## src/rtl/sc_matrix_pkg.sv

```systemverilog
// Shared definitions for the LED-matrix frame path: mode encodings and default image.
package sc_matrix_pkg;

    typedef enum logic [1:0] {
        MODE_HOLD   = 2'b00,
        MODE_MANUAL = 2'b01,
        MODE_AUTO_L = 2'b10,
        MODE_AUTO_R = 2'b11
    } mode_e;

    localparam int DEF_DATAWIDTH_BUS = 8;
    localparam int DEF_ROWS          = 8;

    // Row 0 is the least significant byte.
    localparam logic [63:0] DEF_INIT_FRAME = {8'h10, 8'h38, 8'h7C, 8'h7C, 8'h38, 8'h10, 8'h00, 8'h10};

    function automatic logic isAutoMode(input mode_e mode);
        return (mode == MODE_AUTO_L) || (mode == MODE_AUTO_R);
    endfunction

endpackage

```

## src/rtl/sc_matrix_prescaler.sv

```systemverilog
// Free-running tick generator with clear; wrapNow marks the wrapping cycle, tick follows it one cycle later.
module sc_matrix_prescaler #(
    parameter int               WIDTH = 23,
    parameter logic [WIDTH-1:0] TOP   = 23'd5000000
) (
    input  logic clk,
    input  logic rst,
    input  logic clear,
    input  logic enable,
    output logic wrapNow,
    output logic tick
);

    localparam logic [WIDTH-1:0] ONE  = {{(WIDTH-1){1'b0}}, 1'b1};
    localparam logic [WIDTH-1:0] LAST = TOP - ONE;

    logic [WIDTH-1:0] count_r;
    logic             tick_r;

    // Wrap condition: clear takes precedence over the terminal count.
    always_comb begin
        wrapNow = 1'b0;
        if (enable && !clear && (count_r == LAST)) begin
            wrapNow = 1'b1;
        end else begin
            wrapNow = 1'b0;
        end
    end

    // Counter and registered tick pulse.
    always_ff @(posedge clk) begin
        if (rst) begin
            count_r <= {WIDTH{1'b0}};
            tick_r  <= 1'b0;
        end else if (clear || !enable) begin
            count_r <= {WIDTH{1'b0}};
            tick_r  <= 1'b0;
        end else if (wrapNow) begin
            count_r <= {WIDTH{1'b0}};
            tick_r  <= 1'b1;
        end else begin
            count_r <= count_r + ONE;
            tick_r  <= 1'b0;
        end
    end

    assign tick = tick_r;

endmodule

```

## src/rtl/sc_matrix_frame.sv

```systemverilog
// Frame buffer for the MAX7219 matrix: manual/auto horizontal shift or rotate,
// transposed registered column read-out for matrix_ctrl.
module sc_matrix_frame
    import sc_matrix_pkg::*;
#(
    parameter int DATAWIDTH_BUS       = DEF_DATAWIDTH_BUS,
    parameter int ROWS                = DEF_ROWS,
    parameter int ADDR_WIDTH          = 3,
    parameter int PRESCALER_DATAWIDTH = 23,
    parameter logic [PRESCALER_DATAWIDTH-1:0] PRESCALER_TOP = 23'd5000000,
    parameter logic [ROWS*DATAWIDTH_BUS-1:0]  INIT_FRAME    = DEF_INIT_FRAME
) (
    input  logic                  sc_matrix_frame_CLOCK_50,
    input  logic                  sc_matrix_frame_RESET_InHigh,
    input  logic                  sc_matrix_frame_load_In,
    input  logic                  sc_matrix_frame_left_In,
    input  logic                  sc_matrix_frame_right_In,
    input  logic [1:0]            sc_matrix_frame_mode_In,
    input  logic                  sc_matrix_frame_wrap_In,
    input  logic [ADDR_WIDTH-1:0] sc_matrix_frame_addr_In,
    output logic [ROWS-1:0]       sc_matrix_frame_data_Out,
    output logic                  sc_matrix_frame_tick_Out,
    output logic                  sc_matrix_frame_empty_Out
);

    localparam int W  = DATAWIDTH_BUS;
    localparam int FW = ROWS * DATAWIDTH_BUS;

    mode_e             state_r;
    logic [FW-1:0]     frame_r;
    logic              leftQ_r;
    logic              rightQ_r;
    logic [ROWS-1:0]   data_r;
    logic              empty_r;

    logic              evL_s;
    logic              evR_s;
    logic              modeChange_s;
    logic              wrapNow_s;
    logic              shiftEn_s;
    logic              shiftLeft_s;
    logic [W-1:0]      rowShift_s;
    logic [ROWS-1:0]   colBits_s;

    function automatic logic [FW-1:0] shiftFrame(input logic [FW-1:0] frame,
                                                 input logic left, input logic wrap);
        logic [FW-1:0] result;
        logic [W-1:0]  row;
        result = {FW{1'b0}};
        for (int r = 0; r < ROWS; r++) begin
            row = frame[r*W +: W];
            if (left) begin
                result[r*W +: W] = {row[W-2:0], wrap ? row[W-1] : 1'b0};
            end else begin
                result[r*W +: W] = {wrap ? row[0] : 1'b0, row[W-1:1]};
            end
        end
        return result;
    endfunction

    assign evL_s        = sc_matrix_frame_left_In  & ~leftQ_r;
    assign evR_s        = sc_matrix_frame_right_In & ~rightQ_r;
    assign modeChange_s = (sc_matrix_frame_mode_In != state_r);

    sc_matrix_prescaler #(
        .WIDTH (PRESCALER_DATAWIDTH),
        .TOP   (PRESCALER_TOP)
    ) u_prescaler (
        .clk     (sc_matrix_frame_CLOCK_50),
        .rst     (sc_matrix_frame_RESET_InHigh),
        .clear   (modeChange_s),
        .enable  (isAutoMode(state_r)),
        .wrapNow (wrapNow_s),
        .tick    (sc_matrix_frame_tick_Out)
    );

    // Shift request from the current mode; simultaneous manual edges cancel.
    always_comb begin
        shiftEn_s   = 1'b0;
        shiftLeft_s = 1'b0;
        case (state_r)
            MODE_HOLD: begin
                shiftEn_s   = 1'b0;
                shiftLeft_s = 1'b0;
            end
            MODE_MANUAL: begin
                shiftEn_s   = evL_s ^ evR_s;
                shiftLeft_s = evL_s;
            end
            MODE_AUTO_L: begin
                shiftEn_s   = wrapNow_s;
                shiftLeft_s = 1'b1;
            end
            MODE_AUTO_R: begin
                shiftEn_s   = wrapNow_s;
                shiftLeft_s = 1'b0;
            end
            default: begin
                shiftEn_s   = 1'b0;
                shiftLeft_s = 1'b0;
            end
        endcase
    end

    // Transposed column: row 0 lands in the MSB; out-of-range addresses shift every bit out.
    always_comb begin
        colBits_s  = {ROWS{1'b0}};
        rowShift_s = {W{1'b0}};
        for (int r = 0; r < ROWS; r++) begin
            rowShift_s             = frame_r[r*W +: W] << sc_matrix_frame_addr_In;
            colBits_s[ROWS-1-r]    = rowShift_s[W-1];
        end
    end

    // Mode register, edge detectors, frame image and registered read-out.
    always_ff @(posedge sc_matrix_frame_CLOCK_50) begin
        if (sc_matrix_frame_RESET_InHigh) begin
            state_r  <= MODE_HOLD;
            leftQ_r  <= 1'b0;
            rightQ_r <= 1'b0;
            frame_r  <= INIT_FRAME;
            data_r   <= {ROWS{1'b0}};
            empty_r  <= (INIT_FRAME == {FW{1'b0}});
        end else begin
            state_r  <= mode_e'(sc_matrix_frame_mode_In);
            leftQ_r  <= sc_matrix_frame_left_In;
            rightQ_r <= sc_matrix_frame_right_In;
            data_r   <= colBits_s;
            empty_r  <= (frame_r == {FW{1'b0}});
            if (sc_matrix_frame_load_In) begin
                frame_r <= INIT_FRAME;
            end else if (shiftEn_s) begin
                frame_r <= shiftFrame(frame_r, shiftLeft_s, sc_matrix_frame_wrap_In);
            end else begin
                frame_r <= frame_r;
            end
        end
    end

    assign sc_matrix_frame_data_Out  = data_r;
    assign sc_matrix_frame_empty_Out = empty_r;

endmodule

```

## config.mk

```make
export PLATFORM = sky130hd
export DESIGN_NAME = sc_matrix_frame
export DESIGN_NICKNAME = d
export VERILOG_FILES = /design/src/rtl/sc_matrix_pkg.sv /design/src/rtl/sc_matrix_prescaler.sv /design/src/rtl/sc_matrix_frame.sv
export SDC_FILE = /design/constraint.sdc
export NUM_CORES = 1
export LEC_CHECK = 0
export ABC_AREA = 1
export BUFFER_PORTS_ARGS = -buffer_cell sky130_fd_sc_hd__buf_2
export CORE_MARGIN = 2
export CORE_UTILIZATION = 25
export CTS_CLUSTER_SIZE = 40
export DETAILED_ROUTE_END_ITERATION = 8
export PLACE_DENSITY_LB_ADDON = 0.12
export SLEW_MARGIN = 15
export SYNTH_ARGS = -nofsm -noshare
export SYNTH_HDL_FRONTEND = slang
export SYNTH_HIERARCHICAL = 1
export SYNTH_SLANG_ARGS = --single-unit
```

## constraint.sdc

```tcl
create_clock -name sc_matrix_frame_CLOCK_50 -period 2.06 [get_ports sc_matrix_frame_CLOCK_50]
set_input_delay 0.206 -clock sc_matrix_frame_CLOCK_50 [delete_from_list [all_inputs] [get_ports sc_matrix_frame_CLOCK_50]]
set_output_delay 0.206 -clock sc_matrix_frame_CLOCK_50 [all_outputs]
set_load 0.02 [all_outputs]
```

== Yosys cells after proc, flatten, opt, wreduce, memory -nomap -nowiden ==
Index checks and enable logic that the tools add are counted.
Widths: inputs -> output; s select.
Cells by class
  bitwise gates (word level): 5
  shift operators: 8
  add/subtract/negate cells: 1
  muxes and demuxes: 28
  equal/unequal tests: 5
  reduce and logical (&&, ||, !) cells: 13
Operator list (number)
  $logic_not 64->1: 1
  $mux 8: 8
  $shl 8x3->8: 8
  $add 23x1->23 const B: 1
  $eq 23x23->1 const B: 1
  $mux 1: 18
  $reduce_or 2->1: 4
  $pmux 1 s3: 2
  $eq 2x2->1 const B: 2
  $reduce_or 3->1: 1
  $and 1x1->1: 2
  $eq 2x1->1 const B: 1
  $logic_and 1x1->1: 2
  $logic_not 1->1: 2
  $logic_not 2->1: 1
  $logic_or 1x1->1: 2
  $ne 2x2->1: 1
  $not 1->1: 2
  $xor 1x1->1: 1
Storage, ports and cells
  input bits: 11
  logic and storage cells: 68
  register bits: 101
  output and inout bits: 10

== Depth between registers and ports, before layout ==
Gate-level depths: netlist of the first run.
  word-level depth: 6
  gate-level depth with buffers: 12
  depth with buffers taken out: 11

== Hierarchy ==
Netlist of the first run, hierarchy kept.
By module, submodules not included
  sc_matrix_frame: instances 1, cells each 826, area an instance 4854.7 µm²
  sc_matrix_prescaler: instances 1, cells each 184, area an instance 1286.2 µm²

== Worst setup path after synthesis of the first run ==
OpenSTA, ideal clock, no wires.
  kind: reg2reg
  from: reg u_prescaler.count_r[0]
  to: reg frame_r[42]
  clock period less this slack: 1.708 ns
  slack: 0.352 ns
  required time: 1.926 ns
  stages on the path, launching flop included: 11
  arrival: 1.575 ns
  path buffers: 2
  library setup time: 0.134 ns
  path through: dfxtp_1 -> ha_1 -> nand3_2 -> nor2_1 -> nand3_2 -> nor2_1 -> nand2_1 -> clkbuf_1 -> buf_2 -> nand3_1 -> nand3_1
Between the ends
  word-level cells in the longest chain between the ends: 4
RTL lines
  start, declared: line sc_matrix_prescaler.sv:17  | logic [WIDTH-1:0] count_r;
  start signal, assigned: line sc_matrix_prescaler.sv:33  | count_r <= {WIDTH{1'b0}};
  start signal, assigned: line sc_matrix_prescaler.sv:36  | count_r <= {WIDTH{1'b0}};
  start signal, assigned: line sc_matrix_prescaler.sv:39  | count_r <= {WIDTH{1'b0}};
  $eq 23x23->1: line sc_matrix_prescaler.sv:23  | if (enable && !clear && (count_r == LAST)) begin
  $logic_and 1x1->1: line sc_matrix_prescaler.sv:23
  $mux 1: line sc_matrix_prescaler.sv:23
  via wrapNow_s: line sc_matrix_frame.sv:39  | logic wrapNow_s;
  $pmux 1 s3: line sc_matrix_frame.sv:81  | case (state_r)
  end signal, assigned: line sc_matrix_frame.sv:133  | frame_r <= shiftFrame(frame_r, shiftLeft_s, sc_matrix_frame_wrap_In);
  end signal, assigned: line sc_matrix_frame.sv:135  | frame_r <= frame_r;
  end, declared: line sc_matrix_frame.sv:30  | logic [FW-1:0] frame_r;
The timed path passes the listed nets, and every way through them passes these cells.
A chain may end at the register's enable or synchronous reset.

== Worst setup path after layout of the first run ==
  from: reg u_prescaler.count_r[0]
  to: reg frame_r[43]
The elaborated chain is that of the path after synthesis.

==> flow_metrics.tcl, run 1 <==
set metrics [dict create \
    ant_nets 0 \
    path_delay_family "simple AND/OR/NAND/NOR gates" \
    cp-start-kind "register" \
    hold_violations 0 \
    drtIter0Drc 463 \
    wirelength_um 19000 \
    maxSlewHeadroom_pct 63.2 \
    postSynthCellCount 1010 \
    cts.sinks 101 \
    ys_types 28 \
    finalNonFillerCells 1324 \
    critical-path-max-stage-delay_ps 360 \
    grt_max_degree 65 \
    antenna_cells 0 \
    cts_root_buf "clkbuf_16" \
    die_area_um2 25800 \
    required_ps 2360 \
    clkTransAtPathRegs_ps 90 \
    io_pins 21 \
    synth_top_family_by_area "simple AND/OR/NAND/NOR gates" \
    io_buffers 20 \
    place_congestion 0.747 \
    synth.mux.area_fraction_pct 0 \
    die_y_um 161 \
    cts_buffers 9 \
    rsz0062_at_grt "no" \
    nFillCells 2807 \
    synthAdderAreaFrac_pct 0.204 \
    grt_pass1_wl_um 30700 \
    hpwl_um 11000 \
    drt_first_pass_iters 4 \
    syn_area_um2 6140 \
    power_leakage_nw 3.14 \
    tritoncts "built" \
    yosysSeqAreaShare_pct 32.9 \
    final_util_pct 28.0 \
    remaining_drc_errors 0 \
    rows 57 \
    regArea_um2 2020 \
    core_um2 24200 \
    critPathBufInv 1 \
    arrival_ps 2190 \
    synth_warnings 6 \
    grt_util_all_layers_pct 14.8 \
    period_minus_slack_ps 1890 \
    synth_compound_area_share_pct 5.11 \
    synth_fp_nets 1022 \
    postCtsSetupBuffers 0 \
    grt_antenna_before_repair 0 \
    clock_latency_ps 360 \
    start_util_pct 25.3 \
    grt_pass1_vias 5552 \
    syn_area_per_cell_um2 6.08 \
    post_drt_wl_per_cell_um 14.4 \
    overflow 0 \
    htree_levels 3 \
    slowest_stage "dfxtp_2" \
    cp-end-kind "register" \
    fin_nets 1007 \
    fmax_mhz 529 \
    crit_chain "ha_2 -> nand3_2 -> nor2_2 -> nand3_2 -> nor2_1 -> nand2_2 -> nand2_1 -> buf_4 -> nand2_1 -> nand3_1" \
    viasPerCell 4.48 \
    path_max_fanout 19 \
    dp_cells 1308 \
    clockBufferDepth 2 \
    syn_to_final_growth_pct 10.5 \
    fin_tns_setup_ps 0 \
    crit_type "reg -> reg" \
    finalSetupViolCount 0 \
    status "finished clean" \
    worstMarginPinSlew_ps 552 \
    drive_gt1_share_pct 8.00 \
    post-place-ws_ps 154 \
    multi_input_area_um2 3420 \
    maxCapViolCount 0 \
    die_x_um 161 \
    dr_total_vias 5937 \
    power.density_nw_per_um2 640 \
    yosys.area_share.simple_pct 48.3 \
    postLayoutSetupSlackWorst_ps 171 \
    synth-seq-cells 101 \
    hold_ws_ps 75.6 \
    irDropWorstVdd_mv 0.330 \
    min_period_over_period_pct 91.7 \
    worstHoldPathType "in -> reg" \
    final_max_slew_viol_count 0 \
    synth_xor_area_share_pct 1.71 \
    fin_skew_ps 14.4 \
]
area by class of cell:
class                      count  share of cell area (%)
multi-input combinational    764                    50.4
sequential                   101                    29.8
clock inverter                 7                   0.959
timing repair buffer          36                    4.91
clock buffer                   9                    3.32
tap                          324                    5.98
inverter                      83                    4.59
worst reg2reg max path, cell delays in order, from the launching register on:
cell	delay [ps]
dfxtp_2	360
ha_2	200
nand3_2	140
nor2_2	150
nand3_2	150
nor2_1	150
nand2_2	90
nand2_1	110
buf_4	300
nand2_1	110
nand3_1	70
path summary, 6_finish.rpt:
check | from | end | slack, ps | depth (start not counted)
worst max-delay path | u_prescaler/count_r[0] | frame_r[43] | 170 | 10
worst min-delay path | sc_matrix_frame_mode_In[1] | state_r[1] | 80 | 3
worst max register to register | u_prescaler/count_r[0] | frame_r[43] | 170 | 10
worst min register to register | u_prescaler/count_r[0] | u_prescaler/count_r[0] | 430 | 1
synth_stat cells (all sizes together):
cell type / number / area (µm²)
a21oi: 23 / 119
buf: 52 / 373
clkbuf: 10 / 37.5
clkinv: 2 / 7.51
dfxtp: 101 / 2020
ha: 1 / 12.5
inv: 81 / 304
nand2: 298 / 1140
nand3: 167 / 856
nand3b: 9 / 67.6
nand4: 9 / 56.3
nor2: 208 / 831
nor3: 2 / 10.0
o211ai: 8 / 60.1
o21ai: 24 / 120
o21bai: 2 / 15.0
or2: 1 / 6.26
xnor2: 3 / 26.3
xor2: 9 / 78.8
sequential cells by signal (all words and copies together), names as in the netlist:
| signal | cells |
|---|---|
| sc_matrix_frame_empty_Out | 1 |
| frame_r | 64 |
| state_r | 2 |
| u_prescaler/tick | 1 |
| u_prescaler/count_r | 23 |
| sc_matrix_frame_data_Out | 8 |
| rightQ_r | 1 |
| leftQ_r | 1 |
cell usage in the layout (no fill, tap or decap), types with 2 or more instances in the layout:
master and count:
nand2_1 292, nor2_1 196, nand3_1 162, dfxtp_1 100
inv_1 80, o21ai_0 24, a21oi_1 22, buf_2 20
nand3b_1 9, nand4_1 9, clkbuf_16 9, buf_12 9
xor2_1 9, o211ai_1 8, buf_4 7, nor2_2 6
nor2_4 6, nand3_2 5, nand2_2 4, xnor2_1 3
nand2_4 2, clkinv_1 2, inv_6 2, inv_8 2
clkinv_4 2, nor3_1 2, o21bai_1 2
metrics by stage:
step | instance area, µm² | power [mW]
6_report | 6780 | 4.34
5_1_grt | 6780 | 4.57
4_1_cts | 6780 | 4.43
3_5_place_dp | 6490 | 2.64
3_3_place_gp | 6490 | 2.64
2_1_floorplan | 6140 | 2.48
kinds of logic after synthesis:
| group | Yosys count |
|---|---|
| buffers and inverters | 145 |
| DFF | 101 |
| xor gates and xnor gates | 12 |
| AOI/OAI and AO/OA | 57 |
| adders and majority gates | 1 |
| and+or+nand+nor | 694 |
repair_timing:
| action | in CTS | in global routing |
|---|---|---|
| setup endpoints to repair | 0 | 64 |
| hold buffers | 0 | 0 |
| gates resized for setup | 0 | 3 |
layer usage:
layer | wire length, µm | vias up | share of wire, % | global-route usage [%]
li1 | - | 3145 | - | -
met1 | 9710 | 2726 | 51 | 20.7
met2 | 8630 | 54 | 45 | 23.8
met3 | 453 | 12 | 2.4 | 2.30
met4 | 213 | 0 | 1.1 | 4.10
met5 | 0 | - | 0 | 0
where the power goes:
group          switching [mW]  total [mW]  leakage [nW]  internal (mW)
sequential             0.0424        2.04         0.820           2.00
clock                   0.904        1.76         0.140          0.853
combinational           0.365       0.546          2.17          0.181
total                    1.31        4.34          3.14           3.03
(Power assumes the default switching activity.)
==> run 2, diff against run 1 <==
--- a/config.mk
+++ b/config.mk
@@ -8,7 +8,7 @@
 export ABC_AREA = 1
 export BUFFER_PORTS_ARGS = -buffer_cell sky130_fd_sc_hd__buf_2
 export CORE_MARGIN = 2
-export CORE_UTILIZATION = 25
+export CORE_UTILIZATION = 50
 export CTS_CLUSTER_SIZE = 40
 export DETAILED_ROUTE_END_ITERATION = 8
 export PLACE_DENSITY_LB_ADDON = 0.12
==> run 2 against run 1 <==
Net effect: clock power fell by 3%; critical path depth unchanged; combinational power decreased by 5.9%; highest routed layer unchanged; utilization grew 26 points; critical endpoint is now frame_r[20]; cell area down 3.9%; non-clock buffer count grew 1; via count is 0.94% higher; sequential share of layout area is 1.2 points higher; first-iteration DRC count grew 15%; flip-flop and latch count unchanged; worst hold slack better by 13 ps; register-to-register slack hardly changed.
==> flow_metrics.tcl, run 2 (synthesis results as in run 1) <==
set metrics [dict create \
    wirelength_um 15600 \
    slowest_stage "dfxtp_1" \
    ff2ff_path_depth 10 \
    crit_type "reg -> reg" \
    drive_gt1_share_pct 8.09 \
    worstMarginPinSlew_ps 592 \
    grt_pass1_vias 5451 \
    fmax_mhz 533 \
    regMostFlops "frame_r" \
    maxCapViolCount 0 \
    grt_max_degree 65 \
    placed_cell_area_um2 6210 \
    dr_total_vias 5993 \
    layout_common_cells "nand2_1, nor2_1, nand3_1, dfxtp_1, inv_1" \
    viasPerCell 5.22 \
    worstHoldPathType "in -> reg" \
    status "finished clean" \
    final_common_cell "nand2_1" \
    syn_to_final_growth_pct 6.15 \
    final_max_slew_viol_count 0 \
    grt_util_all_layers_pct 24.5 \
    fin_nets 1008 \
    path_max_fanout 19 \
    core_um2 12000 \
    clkTransAtPathRegs_ps 70 \
    rrSetupSlack_ps 180 \
    min_period_over_period_pct 91.1 \
    ant_nets 0 \
    drt_first_pass_iters 5 \
    antenna_cells 0 \
    die_y_um 115 \
    arrival_ps 2170 \
    cp-start-kind "register" \
    critPathBufInv 1 \
    critical-path-max-stage-delay_ps 350 \
    hold_buffers 0 \
    finalSetupViolCount 0 \
    power_leakage_nw 3.12 \
    power.density_nw_per_um2 654 \
    path_delay_family "simple AND/OR/NAND/NOR gates" \
    drtIter0Drc 531 \
    hold_violations 0 \
    htree_levels 3 \
    cts_root_buf "clkbuf_16" \
    rows 40 \
    post_drt_wl_per_cell_um 13.6 \
    cts_buffers 9 \
    die_area_um2 13200 \
    rr_endpoint "frame_r[20]" \
    remaining_drc_errors 0 \
    fin_skew_ps 6.90 \
    postLayoutCellArea_um2 6520 \
    grt_antenna_before_repair 0 \
    die_x_um 115 \
    timing.rr.start "u_prescaler/count_r[1]" \
    crit_chain "ha_2 -> nand3_2 -> nor2_2 -> nand3_2 -> nor2_2 -> nand2_2 -> nand2_1 -> buf_4 -> nand2_1 -> nand3_1" \
    required_ps 2350 \
    io_buffers 20 \
    irDropWorstVdd_mv 0.334 \
    hold_ws_ps 88.8 \
    io_pins 21 \
    final_util_pct 54.3 \
    cp-end-kind "register" \
    place_congestion 0.804 \
    period_minus_slack_ps 1880 \
    grt_pass1_wl_um 26500 \
    hold_start "sc_matrix_frame_mode_In[1]" \
    hold_depth 3 \
    tritoncts "built" \
    overflow 0 \
    hpwl_um 9360 \
    clockBufferDepth 2 \
    postCtsSetupBuffers 0 \
    start_util_pct 51.1 \
    clock_latency_ps 350 \
    holdPathEnd "state_r[1]" \
    maxSlewHeadroom_pct 60.3 \
    cts.sinks 101 \
    largest_register_ffs 64 \
]
-- run 2: changes by cell type in the layout (fill, tap and decap cells not counted), sizes merged --
cell / change
inv: -4
buf: +1
clkinvlp: -1
bufinv: +1
clkbuf: +2
clkinv: +2
-- run 2: where the power goes --
| group | internal, mW | total [mW] | switching (mW) |
|---|---|---|---|
| sequential | 2.00 | 2.04 | 0.0406 |
| clock | 0.968 | 1.71 | 0.745 |
| combinational | 0.170 | 0.514 | 0.344 |
| total | 3.14 | 4.27 | 1.13 |
-- run 2: worst reg2reg max path, cell delays in order (launching register included) --
cell	delay, ps
dfxtp_1	350
ha_2	210
nand3_2	140
nor2_2	160
nand3_2	150
nor2_2	130
nand2_2	90
nand2_1	120
buf_4	290
nand2_1	110
nand3_1	70
-- run 2: how the worst max path moves through the flow --
stage / from / endpoint / slack (ps) / cells past startpoint
global route: u_prescaler/count_r[1] / frame_r[12] / -20 / 11
detailed placement: u_prescaler/count_r[0] / frame_r[7] / 120 / 11
global placement: u_prescaler/count_r[0] / frame_r[11] / 160 / 11
CTS: u_prescaler/count_r[0] / frame_r[61] / 100 / 11
finish: u_prescaler/count_r[1] / frame_r[20] / 180 / 10
floorplan: u_prescaler/count_r[0] / frame_r[42] / 350 / 10
-- run 2: final cells by class --
cell class                 count  area [µm²]
clock buffer                  11         243
clock inverter                 5        50.0
fill                        1263        5490
inverter                      83         312
multi-input combinational    764        3420
sequential                   101        2020
tap                          147         184
timing repair buffer          37         285
-- run 2: metal layers --
metal / track usage (%) / up-vias / part of all wire, %
met5: 0 / - / 0
met4: 7.71 / 0 / 1.6
met3: 2.79 / 18 / 5.4
met2: 38.9 / 170 / 44
met1: 35.0 / 2662 / 49
li1: - / 3143 / -
-- run 2: per-stage QoR --
stage	setup slack [ps]	std cells	power, mW	TNS (ps)
finish	183	1148	4.27	0
global route	-18.9	1148	4.46	-83.5
CTS	99.4	1148	4.30	0
detailed placement	119	1132	2.59	0
global placement	158	1132	2.59	0
floorplan	352	1010	2.48	0
-- run 2: timing repair --
action,CTS,global route
gates resized for setup,0,6
endpoints found under the setup margin,0,64
hold endpoints to repair,0,0
==> run 3, diff against run 2 <==
--- a/config.mk
+++ b/config.mk
@@ -12,7 +12,6 @@
 export CTS_CLUSTER_SIZE = 40
 export DETAILED_ROUTE_END_ITERATION = 8
 export PLACE_DENSITY_LB_ADDON = 0.12
-export SLEW_MARGIN = 15
 export SYNTH_ARGS = -nofsm -noshare
 export SYNTH_HDL_FRONTEND = slang
 export SYNTH_HIERARCHICAL = 1
==> constraint.sdc (replaced) <==
create_clock -name sc_matrix_frame_CLOCK_50 -period 2.06 [get_ports sc_matrix_frame_CLOCK_50]
set_input_delay 0.618 -clock sc_matrix_frame_CLOCK_50 [delete_from_list [all_inputs] [get_ports sc_matrix_frame_CLOCK_50]]
set_output_delay 0.618 -clock sc_matrix_frame_CLOCK_50 [all_outputs]
set_load 0.02 [all_outputs]
==> run 3 against run 2 <==
Net effect: clock power is 6% higher; flip-flop and latch count stayed put; worst hold slack better by 380 ps; critical path type unchanged.
==> flow_metrics.tcl, run 3 (synthesis results as in run 1) <==
set metrics [dict create \
    place_congestion 0.812 \
    clock_latency_ps 360 \
    fin_tns_setup_ps 0 \
    final_max_slew_viol_count 0 \
    fin_nets 1015 \
    hold_ws_ps 473 \
    hold_buffers 0 \
    dr_total_vias 5961 \
    min_period_over_period_pct 88.9 \
    crit_start "u_prescaler/count_r[0]" \
    remaining_drc_errors 0 \
    crit_type "reg -> reg" \
    power.density_nw_per_um2 661 \
    grt_max_degree 65 \
    drive_gt1_share_pct 8.55 \
    grt_antenna_before_repair 0 \
    placed_cell_area_um2 6320 \
    arrival_ps 2130 \
    die_y_um 115 \
    irDropWorstVdd_mv 0.530 \
    postCtsSetupBuffers 0 \
    layout_common_cells "nand2_1, nor2_1, nand3_1, dfxtp_1, inv_1" \
    cts_root_buf "clkbuf_16" \
    final_common_cell "nand2_1" \
    io_buffers 20 \
    maxCapViolCount 0 \
    rows 40 \
    syn_to_final_growth_pct 8.21 \
    postLayoutCellArea_um2 6650 \
    grt_util_all_layers_pct 24.6 \
    wirelength_um 15200 \
    core_um2 12000 \
    required_ps 2350 \
    rsz0062_at_grt "no" \
    die_x_um 115 \
    status "finished clean" \
    drt_first_pass_iters 4 \
    clkTransAtPathRegs_ps 70 \
    final_util_pct 55.3 \
    maxSlewHeadroom_pct 71.2 \
    viasPerCell 5.17 \
    worstHoldPathType "reg -> reg" \
    timing.rr.start "u_prescaler/count_r[0]" \
    power_leakage_nw 3.18 \
    start_util_pct 51.1 \
    cts.sinks 101 \
    antenna_cells 0 \
    finalSetupViolCount 0 \
    cp-start-kind "register" \
    worstMarginPinSlew_ps 432 \
    p_total_mw 4.39 \
    htree_levels 3 \
    fmax_mhz 546 \
    ant_nets 0 \
    cts-resized-gates 0 \
    largest_register_ffs 64 \
    path_max_fanout 19 \
    die_area_um2 13200 \
    tritoncts "built" \
    period_minus_slack_ps 1830 \
    fin_skew_ps 7.15 \
    grt_pass1_vias 5430 \
    grt_pass1_wl_um 26200 \
    hpwl_um 9520 \
    clockBufferDepth 2 \
    cts_buffers 9 \
    cp-end-kind "register" \
    hold_violations 0 \
    drtIter0Drc 550 \
    post_drt_wl_per_cell_um 13.2 \
    hold_start "u_prescaler/count_r[0]" \
    overflow 0 \
    regMostFlops "frame_r" \
    io_pins 21 \
]
run 3: layout make-up:
cell class	instances	area, µm²
clock buffers	10	239
clock inverters	4	73.8
fillers	1242	5370
inverters	83	312
multi-input cells	764	3420
flip-flops and latches	101	2020
well taps	147	184
repair buffers	44	393
run 3: final timing paths:
kind | endpoint | slack, ps | cells after the start
max | frame_r[20] | 230 | 10
min | u_prescaler/count_r[0] | 470 | 1
max reg2reg | frame_r[20] | 230 | 10
min reg2reg | u_prescaler/count_r[0] | 470 | 1
run 3: power by group:
| group | leakage, nW | switching [mW] | internal (mW) |
|---|---|---|---|
| clock | 0.154 | 0.738 | 1.08 |
| combinational | 2.20 | 0.344 | 0.188 |
| sequential | 0.820 | 0.0410 | 2.00 |
| total | 3.18 | 1.12 | 3.27 |
run 3: worst max-delay path, stage by stage (launching register included):
cell     delay, ps
dfxtp_1        380
ha_2           220
nand3_2        110
nor2_2         150
nand3_2        150
nor2_2         130
nand2_2         90
nand2_1        110
buf_4          270
nand2_1         90
nand3_1         60
run 3: per-layer routing:
layer / GRT usage, % / part of all wire, % / up-vias
met5: 0 / 0 / -
met4: 6.35 / 1.1 / 0
met3: 5.48 / 5.3 / 11
met2: 39.0 / 44 / 157
met1: 34.2 / 49 / 2643
li1: - / - / 3150
run 3: through the flow:
| stage | setup slack (ps) | cells |
|---|---|---|
| after detailed placement | 148 | 1139 |
| final | 228 | 1153 |
| after CTS | 171 | 1153 |
| after global routing | 29.1 | 1153 |
| after global placement | 164 | 1139 |
| after floorplan | 315 | 1010 |
